File: config.mk
export PLATFORM = sky130hd
export DESIGN_NAME = alu_seq
export DESIGN_NICKNAME = d
export VERILOG_FILES = /design/src/rtl/alu_seq_pkg.sv /design/src/rtl/alu_seq_mul_dp.sv /design/src/rtl/alu_seq.sv
export SDC_FILE = /design/constraint.sdc
export NUM_CORES = 1
export LEC_CHECK = 0
export CAP_MARGIN = 20
export CORE_MARGIN = 1.5
export CORE_UTILIZATION = 36
export DETAILED_ROUTE_END_ITERATION = 16
export PLACE_DENSITY = 0.62
export SLEW_MARGIN = 20
export SYNTH_ARGS = -nofsm -noshare
export SYNTH_HDL_FRONTEND = slang
export SYNTH_HIERARCHICAL = 1
export SYNTH_SLANG_ARGS = --single-unit
File: constraint.sdc
create_clock -name clk_i -period 5.1 [get_ports clk_i]
set_clock_uncertainty 0.15 [all_clocks]
set_input_delay 1.275 -clock clk_i [delete_from_list [all_inputs] [get_ports clk_i]]
set_output_delay 1.275 -clock clk_i [all_outputs]
set_load 0.03 [all_outputs]
File: src/rtl/alu_seq_pkg.sv
// Shared encodings for the ALU command sequencer: command ops, ALU ops, FSM states.
package alu_seq_pkg;

    localparam int DEF_WIDTH = 16;

    localparam logic [2:0] OP_ADD = 3'd0;
    localparam logic [2:0] OP_SUB = 3'd1;
    localparam logic [2:0] OP_AND = 3'd2;
    localparam logic [2:0] OP_OR  = 3'd3;
    localparam logic [2:0] OP_MUL = 3'd4;

    typedef enum logic [1:0] {
        ALU_ADD = 2'b00,
        ALU_SUB = 2'b01,
        ALU_AND = 2'b10,
        ALU_OR  = 2'b11
    } alu_op_e;

    typedef enum logic [1:0] {
        IDLE = 2'd0,
        EXEC = 2'd1,
        MUL  = 2'd2,
        RESP = 2'd3
    } state_e;

endpackage

File: src/rtl/alu_seq_mul_dp.sv
// Shift-add multiply datapath: accumulator, shifted multiplicand/multiplier, overflow tracking.
// ALU_SEQ_EARLY_EXIT_EN: finish as soon as the remaining multiplier bits are all zero.
import alu_seq_pkg::*;

module alu_seq_mul_dp #(
    parameter int WIDTH = DEF_WIDTH
) (
    input  logic             clk_i,
    input  logic             rst_i,
    input  logic             start_i,
    input  logic             step_i,
    input  logic [WIDTH-1:0] a_i,
    input  logic [WIDTH-1:0] b_i,
    input  logic [WIDTH-1:0] alu_o_i,
    input  logic             alu_cout_i,
    output logic [WIDTH-1:0] acc_o,
    output logic [WIDTH-1:0] addend_o,
    output logic             ovf_next_o,
    output logic             done_o
);

    localparam int CW = $clog2(WIDTH) + 1;

    logic [WIDTH-1:0] acc_q, mcand_q, mplier_q;
    logic [CW-1:0]    cnt_q;
    logic             ovf_q, mcand_ovf_q;

    assign acc_o      = acc_q;
    assign addend_o   = mplier_q[0] ? mcand_q : '0;
    // A used partial product that lost bits off the top already exceeds the result width.
    assign ovf_next_o = ovf_q | alu_cout_i | (mplier_q[0] & mcand_ovf_q);

`ifdef ALU_SEQ_EARLY_EXIT_EN
    assign done_o = (cnt_q == CW'(WIDTH - 1)) || (mplier_q[WIDTH-1:1] == '0);
`else
    assign done_o = (cnt_q == CW'(WIDTH - 1));
`endif

    always_ff @(posedge clk_i or posedge rst_i) begin
        if (rst_i) begin
            acc_q       <= '0;
            mcand_q     <= '0;
            mplier_q    <= '0;
            cnt_q       <= '0;
            ovf_q       <= 1'b0;
            mcand_ovf_q <= 1'b0;
        end else if (start_i) begin
            acc_q       <= '0;
            mcand_q     <= a_i;
            mplier_q    <= b_i;
            cnt_q       <= '0;
            ovf_q       <= 1'b0;
            mcand_ovf_q <= 1'b0;
        end else if (step_i) begin
            acc_q       <= alu_o_i;
            mcand_q     <= mcand_q << 1;
            mplier_q    <= mplier_q >> 1;
            cnt_q       <= cnt_q + CW'(1);
            ovf_q       <= ovf_next_o;
            mcand_ovf_q <= mcand_ovf_q | mcand_q[WIDTH-1];
        end
    end

endmodule

File: src/rtl/alu_seq.sv
// Command sequencer driving the 16-bit combinational ALU, with an iterated shift-add MUL.
// ALU_SEQ_EARLY_EXIT_EN: MUL stops once no multiplier bits remain (see alu_seq_mul_dp).
import alu_seq_pkg::*;

module alu_seq #(
    parameter int WIDTH = DEF_WIDTH
) (
    input  logic             clk_i,
    input  logic             reset_i,
    input  logic             cmd_valid_i,
    output logic             cmd_ready_o,
    input  logic [2:0]       cmd_op_i,
    input  logic [WIDTH-1:0] cmd_a_i,
    input  logic [WIDTH-1:0] cmd_b_i,
    output logic [1:0]       alu_op_o,
    output logic [WIDTH-1:0] alu_i0_o,
    output logic [WIDTH-1:0] alu_i1_o,
    input  logic [WIDTH-1:0] alu_o_i,
    input  logic             alu_cout_i,
    output logic             rsp_valid_o,
    input  logic             rsp_ready_i,
    output logic [WIDTH-1:0] rsp_data_o,
    output logic             rsp_cout_o,
    output logic             rsp_err_o
);

    state_e           state_q, state_d;
    logic [1:0]       op_q;
    logic [WIDTH-1:0] a_q, b_q;
    logic [WIDTH-1:0] rsp_data_q;
    logic             rsp_cout_q, rsp_err_q;

    logic             cmd_hs;
    logic             mul_start;
    logic [WIDTH-1:0] mul_acc, mul_addend;
    logic             mul_ovf_next, mul_done;

    assign cmd_hs    = (state_q == IDLE) && cmd_valid_i;
    assign mul_start = cmd_hs && (cmd_op_i == OP_MUL);

    alu_seq_mul_dp #(.WIDTH(WIDTH)) u_mul_dp (
        .clk_i      (clk_i),
        .rst_i      (reset_i),
        .start_i    (mul_start),
        .step_i     (state_q == MUL),
        .a_i        (cmd_a_i),
        .b_i        (cmd_b_i),
        .alu_o_i    (alu_o_i),
        .alu_cout_i (alu_cout_i),
        .acc_o      (mul_acc),
        .addend_o   (mul_addend),
        .ovf_next_o (mul_ovf_next),
        .done_o     (mul_done)
    );

    always_ff @(posedge clk_i or posedge reset_i) begin
        if (reset_i) state_q <= IDLE;
        else         state_q <= state_d;
    end

    always_comb begin
        state_d = state_q;
        unique case (state_q)
            IDLE: if (cmd_valid_i) begin
                if (cmd_op_i <= OP_OR)        state_d = EXEC;
                else if (cmd_op_i == OP_MUL)  state_d = MUL;
                else                          state_d = RESP;
            end
            EXEC: state_d = RESP;
            MUL:  if (mul_done) state_d = RESP;
            RESP: if (rsp_ready_i) state_d = IDLE;
            default: state_d = IDLE;
        endcase
    end

    always_comb begin
        cmd_ready_o = 1'b0;
        rsp_valid_o = 1'b0;
        alu_op_o    = ALU_ADD;
        alu_i0_o    = '0;
        alu_i1_o    = '0;
        unique case (state_q)
            IDLE: cmd_ready_o = 1'b1;
            EXEC: begin
                alu_op_o = op_q;
                alu_i0_o = a_q;
                alu_i1_o = b_q;
            end
            MUL: begin
                alu_op_o = ALU_ADD;
                alu_i0_o = mul_acc;
                alu_i1_o = mul_addend;
            end
            RESP: rsp_valid_o = 1'b1;
            default: ;
        endcase
    end

    always_ff @(posedge clk_i or posedge reset_i) begin
        if (reset_i) begin
            op_q       <= ALU_ADD;
            a_q        <= '0;
            b_q        <= '0;
            rsp_data_q <= '0;
            rsp_cout_q <= 1'b0;
            rsp_err_q  <= 1'b0;
        end else begin
            if (cmd_hs) begin
                op_q <= cmd_op_i[1:0];
                a_q  <= cmd_a_i;
                b_q  <= cmd_b_i;
                if (cmd_op_i > OP_MUL) begin
                    rsp_data_q <= '0;
                    rsp_cout_q <= 1'b0;
                    rsp_err_q  <= 1'b1;
                end else begin
                    rsp_err_q  <= 1'b0;
                end
            end
            if (state_q == EXEC) begin
                rsp_data_q <= alu_o_i;
                rsp_cout_q <= (op_q == ALU_AND || op_q == ALU_OR) ? 1'b0 : alu_cout_i;
            end
            if (state_q == MUL && mul_done) begin
                rsp_data_q <= alu_o_i;
                rsp_cout_q <= mul_ovf_next;
            end
        end
    end

    assign rsp_data_o = rsp_data_q;
    assign rsp_cout_o = rsp_cout_q;
    assign rsp_err_o  = rsp_err_q;

endmodule
# Word level (Yosys, flattened, before mapping)
# Index checks and enable logic that the tools add are counted.
# word_totals
reg_bits,109
latchBits,0
mem_bits_rw,0
mem_bits_ro,0
in_bits,56
out_inout_bits,54
word_cells,74
n_memories,0
# op_classes
n_addsub,1
multipliers,0
div,0
order_cmp,2
eq_ne,10
shift,0
muxes,34
bitwise,4
reduce_logical,10
# ops
cell,count
16-bit 2-to-1 mux,11
16-bit case mux with 2 select lines,2
1-bit 2-to-1 mux,13
2-bit 2-to-1 mux,5
5-bit 2-to-1 mux,2
"2-bit == test, second input constant",4
2-bit case mux with 4 select lines,1
"2-bit != test, second input constant",3
3-bit nonzero test,2
"5-bit by 1-bit adder with 5-bit output, second input constant",1
"5-bit by 4-bit == test with 1-bit output, second input constant",1
"3-bit == test, second input constant",1
"3-bit greater-than comparator, second input constant",1
"3-bit by 2-bit less-or-equal comparator with 1-bit output, second input constant",1
1-bit logical AND,3
1-bit OR,3
3-bit AND reduction,1
"2-bit by 1-bit == test with 1-bit output, second input constant",1
2-bit logical NOT,1
2-bit AND reduction,1
2-bit nonzero test,1
1-bit bitwise AND,1
1-bit logical OR,1

# Logic depth before layout (Yosys ltp)
# logic_depth
ltp_word,5
ltp_mapped,10
mapped_depth_nobuf,6

# Cells and area by module
# The synthesis kept the hierarchy.
# by_module_without_submodules
mod,n_inst,cells_each,area_each_um2,seq_area_each_um2
alu_seq,1,248,2685.1,1351.3
alu_seq_mul_dp,1,241,2573.7,1376.3

# Least setup slack after synthesis
# OpenSTA, ideal clock, no wires.
# synth_path
path_type,register to output
start,register state_q[0]
end,output port alu_i0_o[12]
arrival_time_ns,1.654
t_required_ns,3.675
slack_ns,2.021
stages_incl_launch_ff,7
n_path_buf,2
path_cell_list,dfrtp_1 > inv_1 > ha_1 > buf_6 > clkbuf_1 > a22oi_1 > nor2b_1
# synth_via
elab_chain_len,2
elab_cells_between_ends,3
classes_between,2 x eq/ne; 1 x mux
# synth_rtl
element,line,source
from (decl),alu_seq.sv:27,"state_e state_q, state_d;"
from (signal assigned),alu_seq.sv:58,else state_q <= state_d;
2-bit == test or 2-bit by 1-bit == test with 1-bit output (tied branches),alu_seq.sv:82,unique case (state_q)
16-bit case mux with 2 select lines *,alu_seq.sv:82,
to (decl),alu_seq.sv:16,"output logic [WIDTH-1:0] alu_i0_o,"
# Mark *: on every way between the ends. The rest lies on a longest branch, timed or not.

# Final worst setup path
# layout_path
start,register state_q[1]
end,output port alu_i1_o[13]
# layout_via
elab_chain_len,2
elab_cells_between_ends,3
classes_between,2 x eq/ne; 1 x mux
# layout_rtl
element,line,source
2-bit == test or 2-bit by 1-bit == test with 1-bit output (tied branches),alu_seq.sv:82,
16-bit case mux with 2 select lines *,alu_seq.sv:82,
to (decl),alu_seq.sv:17,"output logic [WIDTH-1:0] alu_i1_o,"
# Marks and branches as above.

==> qor.yml <==
status: "completed"
post_synthesis_instance_area_sq_um: 5260
synth_flop_cell: "dfrtp_1"
post_route_cells_drive_above_1_share_pct: 11.6
postRouteWirelength_um: 13200
layout_worst_path_cycle_share_pct: 83.7
antenna_found_initial: 0
pin_count_of_the_biggest_net_entering_global_routing: 90
clock-sinks: 109
rrSetupSlack_ns: 2.42
synth.yosys.warnings: 6
via_per_inst: 5.05
synth.top_cells.by_area: "dfrtp_1, mux2i_1, mux2_2"
number_of_hold_violations_in_the_final_report: 0
drt-pass1-iter-count: 4
synth-adder-area-share_pct: 1.43
io_pins: 110
unrepaired_setup_endpoints_after_global_routing: "false"
final-setup-viol-count: 0
portBuffers: 109
critical_path.cell_chain: "inv_1 > ha_1 > buf_4 > a22oi_1 > nor2b_1 > clkdlybuf4s50_1"
die_area_sq_um: 15300
cts.htree.levels: 3
synth_xor_xnor_area_share_pct: 0.167
nets_finish: 644
grt-ovfl-total: 0
synth_top_area_cell: "dfrtp_1"
period_minus_slack_ns: 4.27
antenna_left: 0
start_kind: "flip-flop"
timing_max_transition_violations_final: 0
numCtsBuffers: 9
critPathSlowestCell: "clkdlybuf4s50_1"
drt_iter0_markers: 209
cts.root.buffer_cell: "clkbuf_16"
grt_pass1_wl_um: 21000
post_synth_inst_count: 489
totalPowerFinal_mw: 4.69
hold_path.class: "flip-flop to flip-flop"
area_growth_from_synthesis_to_layout_pct: 29.4
overall_die_width_um: 124
number_of_diodes_added_for_antenna_fixing: 0
power_density_nw_per_um2: 689
critical-path-max-stage-delay_ns: 0.68
path_class: "flip-flop to output pin"
synth-compound-area-share_pct: 9.40
clock_tree.buffer_depth: 2
synth_edf_count: 0
synth.distinct_cells: 37
hp-start: "rsp_err_o"
muxShareOfSynthArea_pct: 17.0
drt_drc_violations_left: 0
totalNegativeSetupSlack_ns: 0
max_freq_ghz: 0.234
num_rows: 43
synth_top_area_share_pct: 51.9
hpwlAfterDp_um: 9060
gp_congestion: 0.766
placeableCoreArea_sq_um: 14100
max_cap_violations: 0
die_y_um: 124
timing.critical_path.to: "alu_i1_o[13]"
cts-resized-gates: 0
wl_per_cell_um: 17.3
postCtsSetupRepairBufs: 0
post_synth_and_or_nand_nor_area_fraction_pct: 15.5
final_cell_area_sq_um: 6800
crit-reg2reg-launch: "state_q[0]"
maxSlewHeadroom_pct: 30.5
highest_net_fanout_along_the_worst_path: 21
synth_top_family_by_area: "multiplexers"
crit_path_end_kind: "output pin"
placement.cell_area_sq_um: 6460
synth_seq_cells: 109
synth_nets: 551
synthesis.area_per_instance_sq_um: 10.8
cts.clk_slew.worst_paths_ns: 0.07
tritoncts_clock_tree: "done"
mostFrequentLayoutCells: "dfrtp_1, clkdlybuf4s50_1, nand2_1"
synth-seq-area-share_pct: 51.9
r2r.worst_path.cells: 8
cellLeakagePower_nw: 2.83
worst-endpoint-arrival_ns: 2.84
ctsHoldBuffers: 0
grt.total_usage_pct: 18.2
worst_pin_slew_ns: 1.04
worst_ir_drop_vdd_mv: 0.367
min_delay_path_depth: 2
vias: 3868
initial_core_util_pct: 37.3
worst_skew_pair.late_latency_ns: 0.35
crit_path_start: "state_q[1]"
synthArstFlopShare_pct: 100
num-fill-cells: 1331
reg2reg_to: "u_mul_dp/cnt_q[3]"
grt_pass1_vias: 3941
cp_data_required_time_ns: 3.67
worst_hold_margin_ns: 0.332
## registers in the layout (all words and copies together), names as in the netlist
register              count
rsp_data_o               16
u_mul_dp/mplier_q        16
u_mul_dp/mcand_q         16
u_mul_dp/cnt_q            5
u_mul_dp/mcand_ovf_q      1
state_q                   2
u_mul_dp/acc_o           16
b_q                      16
a_q                      16
rsp_err_o                 1
op_q                      2
rsp_cout_o                1
u_mul_dp/ovf_q            1
## cell usage after synthesis (2+ instances only)
cell type    n
nor2_1      21
o21ai_0     27
o21ai_1      5
buf_2       12
a21oi_2      2
nand2_1     69
nand2b_1     3
buf_6        3
buf_8        2
ha_1         6
nand3_1     19
buf_1        2
nor2b_1     33
mux2_2      35
and2_1      18
a21oi_1      2
a22oi_1     32
inv_1        8
mux2i_1     50
dfrtp_1    109
buf_4        5
clkbuf_1    11
## area by class of cell
cell class | count | area (sq um) | area share [%]
clock buffers | 11 | 253 | 3.71
inverters | 9 | 33.8 | 0.497
repair buffers | 117 | 1160 | 17.1
multi-input cells | 336 | 2310 | 33.9
flip-flops and latches | 109 | 2730 | 40.1
well taps | 180 | 225 | 3.31
clock inverters | 4 | 95.1 | 1.40
## where the power goes
part,internal [mW],total (mW),switching [mW]
Combinational,1.05,2.31,1.26
Sequential,1.29,1.56,0.278
Clock,0.503,0.816,0.312
## critical path, delay by kind of cell, from the launching register on
family | cells | cell delay, ns
buffers and inverters | 3 | 1.20
adders and majority gates | 1 | 0.58
DFF | 1 | 0.43
and+or+nand+nor | 1 | 0.16
AOI/OAI and AO/OA | 1 | 0.11
## kinds of logic (layout without fill, tap and decap cells)
kind of cell / count (synthesis) / in the layout
XOR/XNOR: 1 / 1
flip-flops: 109 / 109
AO/OA/AOI/OAI: 75 / 75
multiplexers: 85 / 85
adder cells (fa/ha/maj): 6 / 6
AND/OR/NAND/NOR: 169 / 169
buffers and inverters: 44 / 141
## layer usage
metal | part of all wire [%] | up-vias | global-route usage, % | wire, um
li1 | - | 1854 | - | -
met1 | 43 | 1900 | 23.0 | 5760
met2 | 51 | 104 | 31.1 | 6700
met3 | 5.0 | 10 | 4.99 | 662
met4 | 0.88 | 0 | 4.38 | 116
met5 | 0 | - | 0 | 0
## how the worst min path moves through the flow
stage                                       to  slack [ns]
after floorplan           u_mul_dp/mcand_ovf_q        0.31
after global placement               rsp_err_o        0.31
after detailed placement             rsp_err_o        0.32
after CTS                            rsp_err_o        0.34
after global routing                 rsp_err_o        0.36
final                                rsp_err_o        0.33
## per-stage QoR
| step | util, % | std cells | setup slack [ns] |
|---|---|---|---|
| floorplan | - | 489 | 2.02 |
| detailed placement | 45.8 | 751 | 1.21 |
| global placement | 45.8 | 751 | 1.26 |
| global route | 48.3 | 766 | 0.626 |
| CTS | 48.3 | 766 | 0.821 |
| finish | 48.3 | 766 | 0.832 |
Power figures use the tool's default switching activity.
==> RTL edit 1: new RTL, same flow settings <==
Add a define of `ALU_SEQ_EARLY_EXIT_EN`.
--- a/src/rtl/alu_seq_mul_dp.sv
+++ b/src/rtl/alu_seq_mul_dp.sv
@@ -2,2 +2,4 @@
 // ALU_SEQ_EARLY_EXIT_EN: finish as soon as the remaining multiplier bits are all zero.
+`define ALU_SEQ_EARLY_EXIT_EN
+
 import alu_seq_pkg::*;
Formal check against the unedited RTL: not equivalent (Yosys sat finds a counterexample within 4 cycles, from zero or initial values and one cycle with reset_i high).
==> RTL edit 1 against the unedited design <==
Total power decreased by 1.9%. Wire length about the same. Sequential cell count unchanged. Area after synthesis about the same. Critical endpoint is now alu_i1_o[2]. Setup slack got worse by 15 ps. First-iteration DRC count increased by 18%. Final cell count increased by 0.13%. Design area decreased by 0.83%.
==> RTL edit 1: results (changes against the unedited design) <==
Status
  • Status: finished clean (unchanged)

Global routing
  • Vias in the first global route: 4002 (was 3941)
  • Global-route wire length before repair: 21.09 mm (was 21.02 mm)
  • Largest net degree at the start of global routing: 86 (was 90)
  • Initial antenna violation count: 0 (unchanged)
  • Total global-route track usage: 18.33% (was 18.22%)

Clock tree
  • Worst skew pair latency: 350 ps (about the same)
  • TritonCTS Buffers: 9 (unchanged)
  • Htree depth: 3 (unchanged)
  • CTS clk-pin slew, worst paths: 70 ps (about the same)
  • Cells resized by post-CTS repair: 0 (unchanged)
  • Root buffer cell: clkbuf_16 (unchanged)

Cells and area
  • # fillers: 1301 (was 1331)
  • Layout cell share with drive strength beyond 1: 10.90% (was 11.60%)
  • Nets@finish: 644 (unchanged)

Yosys
  • Main synth FF type: dfrtp_1 (unchanged)
  • Commonest cells in the netlist: 109 x dfrtp_1, 71 x nand2_1, 50 x mux2i_1 (was 109 x dfrtp_1, 69 x nand2_1, 50 x mux2i_1)
  • EDFF count, synth: 0 (unchanged)
  • Synth area leaders: dfrtp_1 52%, mux2i_1 9.5%, mux2_2 7.3% (was dfrtp_1 52%, mux2i_1 9.5%, mux2_2 7.5%)
  • Post-synthesis sequential area ratio: 51.92% (was 51.87%)
  • Yosys cell types: 37 (unchanged)
  • Synthesized Nets: 552 (was 551)

Place
  • Placer Congestion: 0.8287 (was 0.7655)
  • HPWL Detailed: 9.329 mm (was 9.060 mm)
  • I/O Buffers: 109 (unchanged)

Drt
  • Total wire length: 13.23 mm (about the same)
  • Initial DRT Pass Iterations: 5 (was 4)
  • Starting DRT DRC Count: 246 (was 209)
  • Vias: 3937 (was 3868)

Power
  • Max IR drop VDD: 0.3481 mV (was 0.3672 mV)
  • P_leak: 2.799 nW (was 2.829 nW)

Critical path
  • Crit Path Max Fanout: 20 (was 21)
  • Reg2Reg Setup Slack: 2600 ps (was 2420 ps)
  • Arrival time worst endpoint: 2860 ps (was 2840 ps)

Timing
  • Setup violations, final: 0 (unchanged)
  • Worst relative slew slack: 38.52% (was 30.47%)
[RTL edit 1: cell types whose count changed after synthesis, sizes merged, moves of 2 or more]
| cell | change |
|---|---|
| a21oi | -2 |
| nand2 | +2 |
| nand2b | -3 |
| nor4 | +3 |
| xor2 | +2 |
[RTL edit 1: layer usage]
metal	track usage (%)	wire length (um)
met1	25.46	6222
met2	28.59	6000
met3	2.930	725
met4	7.471	277
met5	0	0
[RTL edit 1: per-stage QoR]
step | std cells | setup WS (ps) | hold WS, ps | cell area (um^2) | total power, mW
2_1_floorplan | 490 | 2026 | 314.1 | 5254 | 3.148
3_3_place_gp | 751 | 1216 | 323.8 | 6454 | 3.886
3_5_place_dp | 751 | 1184 | 327.5 | 6454 | 3.933
4_1_cts | 767 | 773.3 | 342.8 | 6748 | 4.649
5_1_grt | 767 | 627.9 | 368.4 | 6748 | 4.917
6_report | 767 | 817.3 | 340.2 | 6748 | 4.595
[RTL edit 1: worst max-delay path, stage by stage, from the launching register on]
cell             delay [ps]
dfrtp_1                 420
inv_1                   120
ha_1                    630
buf_4                   370
a22oi_1                 130
nor2b_1                 160
clkdlybuf4s50_1         680
[RTL edit 1: worst paths after layout]
| check | end | startpoint | cells past startpoint |
|---|---|---|---|
| setup / recovery | alu_i1_o[2] | state_q[1] | 6 |
| hold / removal | rsp_data_o[13] | rsp_data_o[13] | 2 |
| setup reg to reg | u_mul_dp/cnt_q[3] | state_q[0] | 6 |
| hold reg to reg | rsp_data_o[13] | rsp_data_o[13] | 2 |
| max in group asynchronous | u_mul_dp/mplier_q[2] | reset_i | 3 |
| min in group asynchronous | a_q[1] | reset_i | 2 |
[RTL edit 1: area by class of cell]
class | instances | area [um^2] | share of cell area [%]
flip-flops and latches | 109 | 2728 | 40.42
repair buffers | 115 | 1149 | 17.02
multi-input cells | 338 | 2318 | 34.36
clock inverters | 4 | 47.55 | 0.7046
inverters | 9 | 33.78 | 0.5006
clock buffers | 12 | 246.5 | 3.653
well taps | 180 | 225.2 | 3.338
[RTL edit 1: logic make-up (layout without fill, tap and decap cells)]
family	count (synthesis)	after routing	share of synthesized area, %
AO/OA/AOI/OAI	74	74	9.478
XOR/XNOR	3	3	0.5002
adder cells (fa/ha/maj)	6	6	1.429
buffers and inverters	43	140	4.310
flip-flops	109	109	51.92
multiplexers	84	84	16.81
AND/OR/NAND/NOR	171	171	15.55
[RTL edit 1: report_power, final]
| group | internal [mW] | switching, mW |
|---|---|---|
| Clock | 0.393 | 0.306 |
| Sequential | 1.29 | 0.306 |
| Combinational | 1.05 | 1.25 |
| Total | 2.73 | 1.86 |
==> RTL edit 2: new RTL, config.mk and constraints unchanged <==
Without the edit above. Reset style: synchronous (`reset_i` and `rst_i`), changed in 3 clocked blocks.
--- a/src/rtl/alu_seq_mul_dp.sv
+++ b/src/rtl/alu_seq_mul_dp.sv
@@ -38,3 +38,3 @@
 
-    always_ff @(posedge clk_i or posedge rst_i) begin
+    always_ff @(posedge clk_i) begin
         if (rst_i) begin
--- a/src/rtl/alu_seq.sv
+++ b/src/rtl/alu_seq.sv
@@ -55,3 +55,3 @@
 
-    always_ff @(posedge clk_i or posedge reset_i) begin
+    always_ff @(posedge clk_i) begin
         if (reset_i) state_q <= IDLE;
@@ -98,3 +98,3 @@
 
-    always_ff @(posedge clk_i or posedge reset_i) begin
+    always_ff @(posedge clk_i) begin
         if (reset_i) begin
Formal check against the unedited RTL: differs if reset_i is asserted again (counterexample within 4 cycles, from zero or initial values and one cycle with reset_i high); with reset_i held inactive, the same outputs for 10 cycles.
==> RTL edit 2 against the unedited design <==
Non-clock buffer count is 1 lower. Core utilization is 1.5 points lower. Sequential cell count stayed put. Design area is 5.4% lower. Wire length is 0.31% higher. Final cell count is 9.3% higher. Area after synthesis is 4.4% lower. Setup slack worse by 110 ps. Critical path depth stayed put. Critical path type unchanged. Highest routed layer unchanged.
Power is not compared: it rests on default switching activity, and its combinational part moved more than twofold at a synthesized area within 25%.
==> RTL edit 2: results (changes against the unedited design) <==
Status
  • Status: finished clean (unchanged)

Drt
  • Starting DRT DRC Count: 228 (was 209)
  • WL/cell: 15.86 um (was 17.27 um)
  • Vias: 4231 (was 3868)
  • Total wire length: 13.27 mm (was 13.23 mm)
  • Initial DRT Pass Iterations: 5 (was 4)

Yosys
  • Synth area leaders: dfxtp_1 43%, mux2i_1 9.8%, nor2b_1 7.8% (was dfrtp_1 52%, mux2i_1 9.5%, mux2_2 7.5%)
  • Main synth FF type: dfxtp_1 (was dfrtp_1)
  • Ys async rst share: 0% (was 100.0%)
  • Post-Syn Instances: 576 (was 489)
  • Synthesized Nets: 638 (was 551)
  • Commonest cells in the netlist: 109 x dfxtp_1, 91 x nand2_1, 63 x nor2b_1 (was 109 x dfrtp_1, 69 x nand2_1, 50 x mux2i_1)
  • Yosys cell types: 42 (was 37)
  • Synth warn: 6 (unchanged)
  • Post-synthesis sequential area ratio: 43.39% (was 51.87%)

Clock tree
  • CTS clk-pin slew, worst paths: 70 ps (about the same)
  • Cells resized by post-CTS repair: 0 (unchanged)
  • Root buffer cell: clkbuf_16 (unchanged)
  • Post-CTS Setup Bufs: 0 (unchanged)
  • TritonCTS Buffers: 9 (unchanged)
  • Clk buf depth: 2 (unchanged)
  • Worst skew pair latency: 350 ps (about the same)
  • Htree depth: 3 (unchanged)

Place
  • Placer Congestion: 0.7776 (was 0.7655)
  • Post-Place Cell Area: 6160 um^2 (was 6456 um^2)
  • I/O Buffers: 109 (unchanged)
  • Worst slack, placed: 1107 ps (was 1209 ps)
  • Placed cells: 822 (was 751)
  • HPWL Detailed: 9.068 mm (was 9.060 mm)

Power
  • P_leak: 2.144 nW
  • Pwr Density: about 430 nW/um^2
  • Internal cell power: approximately 1.8 mW
  • Clock group power: about 0.65 mW
  • Max IR drop VDD: ~0.19 mV

Critical path
  • Reg2Reg Depth: 7 (was 8)
  • R2r endpoint: u_mul_dp/mplier_q[13] (was u_mul_dp/cnt_q[3])
  • Reg2Reg Setup Slack: 2330 ps (was 2420 ps)
  • R2r startpoint: state_q[0] (unchanged)
  • Crit Path Max Fanout: 26 (was 21)
  • Arrival time worst endpoint: 2950 ps (was 2840 ps)

Hold path
  • Hold WC Path Type: register to register (unchanged)
  • WHS Path Cells: 2 (unchanged)
  • Hold Crit Endpoint: b_q[7] (was rsp_err_o)
  • Min-Delay Startpoint: b_q[7] (was rsp_err_o)

Global routing
  • Global-route wire length before repair: 21.18 mm (was 21.02 mm)
  • Largest net degree at the start of global routing: 74 (was 90)
  • Initial antenna violation count: 0 (unchanged)
  • Total global-route track usage: 18.35% (was 18.22%)
  • Vias in the first global route: 4088 (was 3941)

Timing
  • Worst Tran Pin Value: 1027 ps (was 1043 ps)
  • Hold WS: 307.1 ps (was 332.2 ps)

Cells and area
  • Nets@finish: 715 (was 644)
  • Layout cell share with drive strength beyond 1: 5.023% (was 11.60%)
  • Inserted Diodes: 0 (unchanged)
RTL edit 2: cell types whose count changed in the layout (fill, tap and decap cells not counted), moves of 3 or more:
cell,unedited run,this run
bufinv_16,3,0
o21ai_1,5,0
nand3_1,19,16
a21oi_1,2,55
a211oi_1,1,31
nor2b_1,33,63
o21ai_0,27,0
nand2_1,69,91
inv_2,3,0
dfrtp_1,109,0
dfxtp_1,0,109
mux2_2,35,1
RTL edit 2: cells by family after synthesis:
logic type | synth area share (%)
AND/OR/NAND/NOR | 22.99
AO/OA/AOI/OAI | 16.67
flip-flops | 43.39
buffers and inverters | 5.300
multiplexers | 9.978
adder cells (fa/ha/maj) | 1.493
XOR/XNOR | 0.1742
RTL edit 2: layout make-up:
| type | count | area, um^2 |
|---|---|---|
| clock buffer | 10 | 239.0 |
| clock inverter | 5 | 37.54 |
| fill | 1362 | 7335 |
| inverter | 4 | 15.01 |
| multi-input combinational | 413 | 2599 |
| sequential | 109 | 2182 |
| tap | 180 | 225.2 |
| timing repair buffer | 116 | 1141 |
RTL edit 2: critical path, stage by stage (launching register included):
cell and delay [ps]:
dfxtp_1 360, inv_1 100, ha_1 830, buf_4 330, a22oi_1 90, nor2b_1 180
clkdlybuf4s50_1 700
RTL edit 2: worst max-delay path by stage:
stage	start	end	slack, ps	cells after the start
finish	state_q[1]	alu_i1_o[4]	720	6
global route	state_q[1]	alu_i1_o[6]	540	6
CTS	state_q[1]	alu_i1_o[14]	710	6
detailed placement	state_q[1]	alu_i1_o[14]	1110	6
global placement	state_q[1]	alu_i1_o[14]	1140	6
floorplan	state_q[0]	alu_i0_o[12]	2100	6
RTL edit 2: metal layers:
layer  track usage (%)  up-vias  wire length [um]
met3             5.028       17               714
met1             24.43     1965              6210
met4             5.147        0               239
met5                 0        -                 0
li1                  -     2133                 -
met2             29.19      116              6108
